==> config.mk <==
export PLATFORM = sky130hd
export DESIGN_NAME = scalar_digit_scanner_flat
export DESIGN_NICKNAME = d
export VERILOG_FILES = /design/src/rtl/scalar_digit_scanner_if.sv /design/src/rtl/scalar_digit_scanner.sv /design/src/flat_wrapper.sv
export SDC_FILE = /design/constraint.sdc
export NUM_CORES = 1
export LEC_CHECK = 0
export ABC_AREA = 1
export CORE_ASPECT_RATIO = 0.9
export CORE_MARGIN = 5
export CORE_UTILIZATION = 35
export CTS_CLUSTER_SIZE = 24
export DETAILED_ROUTE_END_ITERATION = 8
export GPL_TIMING_DRIVEN = 0
export PLACE_DENSITY = 0.68
export SLEW_MARGIN = 5
export SYNTH_ARGS = -nofsm -noshare
export SYNTH_HDL_FRONTEND = slang
export SYNTH_SLANG_ARGS = --single-unit
==> constraint.sdc <==
create_clock -name clk -period 3.4 [get_ports clk]
set_input_delay 0.85 -clock clk [delete_from_list [all_inputs] [get_ports clk]]
set_output_delay 0.85 -clock clk [all_outputs]
set_load 0.03 [all_outputs]
==> src/rtl/scalar_digit_scanner_if.sv <==
// scalar_digit_scanner_if: load/consume handshake between a scalar producer and the digit scanner
interface scalar_digit_scanner_if #(
    parameter int K_WIDTH = 32,
    parameter int DIGIT_W = 1
);
    localparam int ND = K_WIDTH / DIGIT_W;
    localparam int PW = ND > 1 ? $clog2(ND) : 1;
    logic               load;
    logic [K_WIDTH-1:0] k;
    logic               skip_zeros;
    logic               next;
    logic [DIGIT_W-1:0] digit;
    logic               valid;
    logic [PW-1:0]      pos;
    logic               last;
    logic               busy;
    logic               done;
    modport master (
        output load, k, skip_zeros, next,
        input  digit, valid, pos, last, busy, done
    );
    modport slave (
        input  load, k, skip_zeros, next,
        output digit, valid, pos, last, busy, done
    );
endinterface

==> src/rtl/scalar_digit_scanner.sv <==
// scalar_digit_scanner: presents a registered scalar one digit per consume, optionally skipping leading zeros
module scalar_digit_scanner #(
    parameter int K_WIDTH   = 32,
    parameter int DIGIT_W   = 1,
    parameter bit MSB_FIRST = 1
) (
    input logic clk,
    input logic rst,
    scalar_digit_scanner_if.slave bus
);
    localparam int ND = K_WIDTH / DIGIT_W;
    localparam int PW = ND > 1 ? $clog2(ND) : 1;
    localparam logic [PW-1:0] FIRST_POS = MSB_FIRST ? PW'(ND - 1) : '0;
    localparam logic [PW-1:0] LAST_POS  = MSB_FIRST ? '0 : PW'(ND - 1);
    typedef enum logic [1:0] {IDLE, SKIP, ACTIVE} state_t;
    state_t             state;
    logic [K_WIDTH-1:0] k_reg;
    logic [PW-1:0]      pos;
    logic               done;
    logic [DIGIT_W-1:0] cur;
    logic               at_last;
    logic [PW-1:0]      pos_step;
    always_comb begin
        cur      = k_reg[int'(pos)*DIGIT_W +: DIGIT_W];
        at_last  = pos == LAST_POS;
        pos_step = MSB_FIRST ? pos - PW'(1) : pos + PW'(1);
    end
    // load wins over everything but reset; a load on the final consume suppresses done
    always_ff @(posedge clk) begin
        if (rst) begin
            state <= IDLE;
            k_reg <= '0;
            pos   <= '0;
            done  <= 1'b0;
        end else begin
            done <= 1'b0;
            if (bus.load) begin
                k_reg <= bus.k;
                pos   <= FIRST_POS;
                state <= (bus.skip_zeros && MSB_FIRST) ? SKIP : ACTIVE;
            end else if (state == SKIP) begin
                if (cur == '0 && !at_last) pos <= pos_step;
                else state <= ACTIVE;
            end else if (state == ACTIVE && bus.next) begin
                if (at_last) begin
                    state <= IDLE;
                    done  <= 1'b1;
                end else begin
                    pos <= pos_step;
                end
            end
        end
    end
    assign bus.digit = cur;
    assign bus.valid = state == ACTIVE;
    assign bus.busy  = state != IDLE;
    assign bus.last  = state == ACTIVE && at_last;
    assign bus.pos   = pos;
    assign bus.done  = done;
endmodule
==> src/flat_wrapper.sv <==
// flat-port wrapper written by rule: the top's interface ports become plain ports
module scalar_digit_scanner_flat 
#(
    parameter int K_WIDTH   = 32,
    parameter int DIGIT_W   = 1,
    parameter bit MSB_FIRST = 1
)
  (clk, rst, bus_load, bus_k, bus_skip_zeros, bus_next, bus_digit, bus_valid, bus_pos, bus_last, bus_busy, bus_done);
  scalar_digit_scanner_if #(.K_WIDTH(K_WIDTH), .DIGIT_W(DIGIT_W)) bus_i ();
  input logic clk;
  input logic rst;
  input wire logic [$bits(bus_i.load)-1:0] bus_load;
  input wire logic [$bits(bus_i.k)-1:0] bus_k;
  input wire logic [$bits(bus_i.skip_zeros)-1:0] bus_skip_zeros;
  input wire logic [$bits(bus_i.next)-1:0] bus_next;
  output wire logic [$bits(bus_i.digit)-1:0] bus_digit;
  output wire logic [$bits(bus_i.valid)-1:0] bus_valid;
  output wire logic [$bits(bus_i.pos)-1:0] bus_pos;
  output wire logic [$bits(bus_i.last)-1:0] bus_last;
  output wire logic [$bits(bus_i.busy)-1:0] bus_busy;
  output wire logic [$bits(bus_i.done)-1:0] bus_done;
  assign bus_i.load = bus_load;
  assign bus_i.k = bus_k;
  assign bus_i.skip_zeros = bus_skip_zeros;
  assign bus_i.next = bus_next;
  assign bus_digit = bus_i.digit;
  assign bus_valid = bus_i.valid;
  assign bus_pos = bus_i.pos;
  assign bus_last = bus_i.last;
  assign bus_busy = bus_i.busy;
  assign bus_done = bus_i.done;
  scalar_digit_scanner #(.K_WIDTH(K_WIDTH), .DIGIT_W(DIGIT_W), .MSB_FIRST(MSB_FIRST)) u_core (.clk(clk), .rst(rst), .bus(bus_i));
endmodule
==> metrics.txt <==
outcome=finished clean; post-synthesis cell area=2000 um^2; Min Hold Slack=0.508 ns; CP top delay family=buffers and inverters; fin nets=381; Post-DRT Antenna Nets=0; grt ovf=0; final period utilization=89.6%; yosys warns=0; WL per Instance=12.2 um; RSZ-0062 raised after global routing=false; Startpoint Class=flop; Setup-failing EPs final=0; Via density=4.82; max FFs per register=32; Min-Delay Path Class=reg -> reg; Worst path max stage delay=0.67 ns; # DRC=0; setup_tns=0 ns; die area=7330 um^2; clock-pin slew on the worst setup and hold paths=0.07 ns; WHS Endpoint=u_core.k_reg[28]$_SDFFE_PP0P_; Die Height=81.7 um; critical path class=reg -> out; WP data required=2.55 ns; maximum VDD drop=0.000213 V; sequential share of the synthesized area=40.1%; most common cell after layout, fill and taps aside=nor2_1; Rel. slew slack=69.7%; global-route wire length before repair=8.20 mm; CTS tree=built; crit path cell chain=buf_4 -> nor2_2 -> nand2_1 -> nand2_1 -> nor2_1 -> nand2_2 -> nand3_2 -> nand2_1 -> clkdlybuf4s50_1; clock buffer depth=2; Pre-Repair DR Iteration Count=5; cts repair resizes=0; Final Skew=0.00214 ns; vias in the first global route=1791; sequential cell area=801 um^2; Distinct cells, synth=25; Row Count=26; Setup WS pre-CTS=0.671 ns; TritonCTS buffer count=5; Worst path depth=9; via count=1987; Crit path arrival time=2.20 ns; share of layout cells above drive strength 1=9.65%; CTS Root Cell=clkbuf_8; I/O Pins=47; H-tree depth=2; Clock Latency Late Sink=0.30 ns; number of synthesized register bits=40; n_diodes=0; pin count of the biggest net entering global routing=12; hold path depth=2; Post-Syn Nets=329; Horiz. Die Dim=89.7 um; clk sink count=40; Worst Slack Setup Final=0.355 ns; PwrDens=459 nW/um^2; fin crit period=3.05 ns; Crit. Startpoint=u_core.bus.pos[2]$_SDFFE_PP0P_; Critical R2R Capture=u_core.bus.pos[3]$_SDFFE_PP0P_; drt total wl=5.02 mm; port buffer count=45; initial drt markers=119; max cap viols=0; Slew Viols, Final=0; GRT Total Usage=14.4%; CP endpoint kind=output pin; antenna violations before repair=0; synthesis-to-layout area growth=30.8%; Fin. Hold Viols=0; Fillers=613; worst path bufs/invs=2; Hold-fix buffers, CTS=0; Crit-path slowest cell=clkdlybuf4s50_1; depth of the most critical reg-to-reg path=10; Setup Fix Bufs, Post-CTS=0; detailed placement HPWL=3.65 mm; cell mode on critical path=nand2_1; LEAKAGE=1.12 nW; Starting Density=35.5%; GPL Wtd Cong=0.835; FMAX=0.328 GHz; CORE AREA=5630 um^2; hold path startpoint=u_core.k_reg[28]$_SDFFE_PP0P_; minimum setup slack among reg-to-reg paths=1.57 ns; worst slew pin tran=0.454 ns; Reg-to-Reg Start=u_core.bus.pos[0]$_SDFFE_PP0P_; synthesized instance count=290; Mapped Avg Cell Area=6.89 um^2; commonest cells after routing, fill and taps aside=nor2_1 (77), nand2_1 (52), clkdlybuf4s50_1 (45); area of the multi-input gates=1030 um^2; critical-path maximum fanout=9
## layout make-up
cell class	count	share of cell area, %
multi-input combinational	222	39.3
sequential	40	30.6
timing repair buffer	45	17.2
buffer	16	4.50
tap	70	3.35
clock buffer	6	2.78
inverter	12	2.01
clock inverter	1	0.191
## cells in the mapped netlist
cell type	count	area share [%]
nand3_2	6	3.0
ha_1	2	1.3
nor3_2	1	0.50
nor2_2	2	0.63
buf_12	1	1.0
nand2_2	3	0.94
nand2_4	1	0.56
o21ai_2	1	0.44
inv_8	1	0.56
nand4_2	1	0.63
nand3b_1	1	0.38
nor4_1	2	0.63
inv_1	8	1.5
o21ai_0	33	8.3
a21oi_1	15	3.8
clkbuf_1	8	1.5
dfxtp_1	40	40
o21ai_1	2	0.50
inv_2	3	0.56
nand2_1	52	9.8
nor2_1	77	14
buf_4	3	1.1
buf_6	4	2.3
nor3_1	2	0.50
nand3_1	21	5.3
## metrics by stage
stage / area [um^2] / util, % / power [W] / cells
5_1_grt: 2620 / 46.5 / 0.00127 / 412
3_5_place_dp: 2540 / 45.1 / 0.000911 / 405
4_1_cts: 2620 / 46.5 / 0.00121 / 412
2_1_floorplan: 2000 / - / 0.000781 / 290
3_3_place_gp: 2540 / 45.1 / 0.000907 / 405
6_report: 2620 / 46.5 / 0.00120 / 412
## power by group
part	total, W	switching [W]	internal, W
sequential	0.000535	0.0000280	0.000507
combinational	0.000367	0.000210	0.000157
clock	0.000300	0.000161	0.000139
total	0.00120	0.000398	0.000803
## metal layers
layer  share of wire (%)  track usage (%)
met1                  47             19.3
met5                   0                0
met2                  42             21.3
met4                 1.1             4.91
met3                 9.1             4.91
## cell families (layout without fill, tap and decap cells)
kind of cell	count (synthesis)	after routing	share of synthesized area, %
and+or+nand+nor	169	169	37.2
DFF	40	40	40.1
adders and majority gates	2	2	1.25
AOI/OAI and AO/OA	51	51	13.0
buffers and inverters	28	80	8.51
## worst max-delay path by stage
stage	to
floorplan	bus_last
global placement	bus_digit
detailed placement	bus_digit
CTS	bus_digit
global route	bus_digit
finish	bus_digit
## worst min-delay path: cells and delay by family, from the launching register on
| family | cells | cell delay, ns |
|---|---|---|
| flip-flops | 1 | 0.33 |
| AND/OR/NAND/NOR | 1 | 0.07 |
| AO/OA/AOI/OAI | 1 | 0.07 |
No activity file was read; power rests on OpenSTA's default activity.
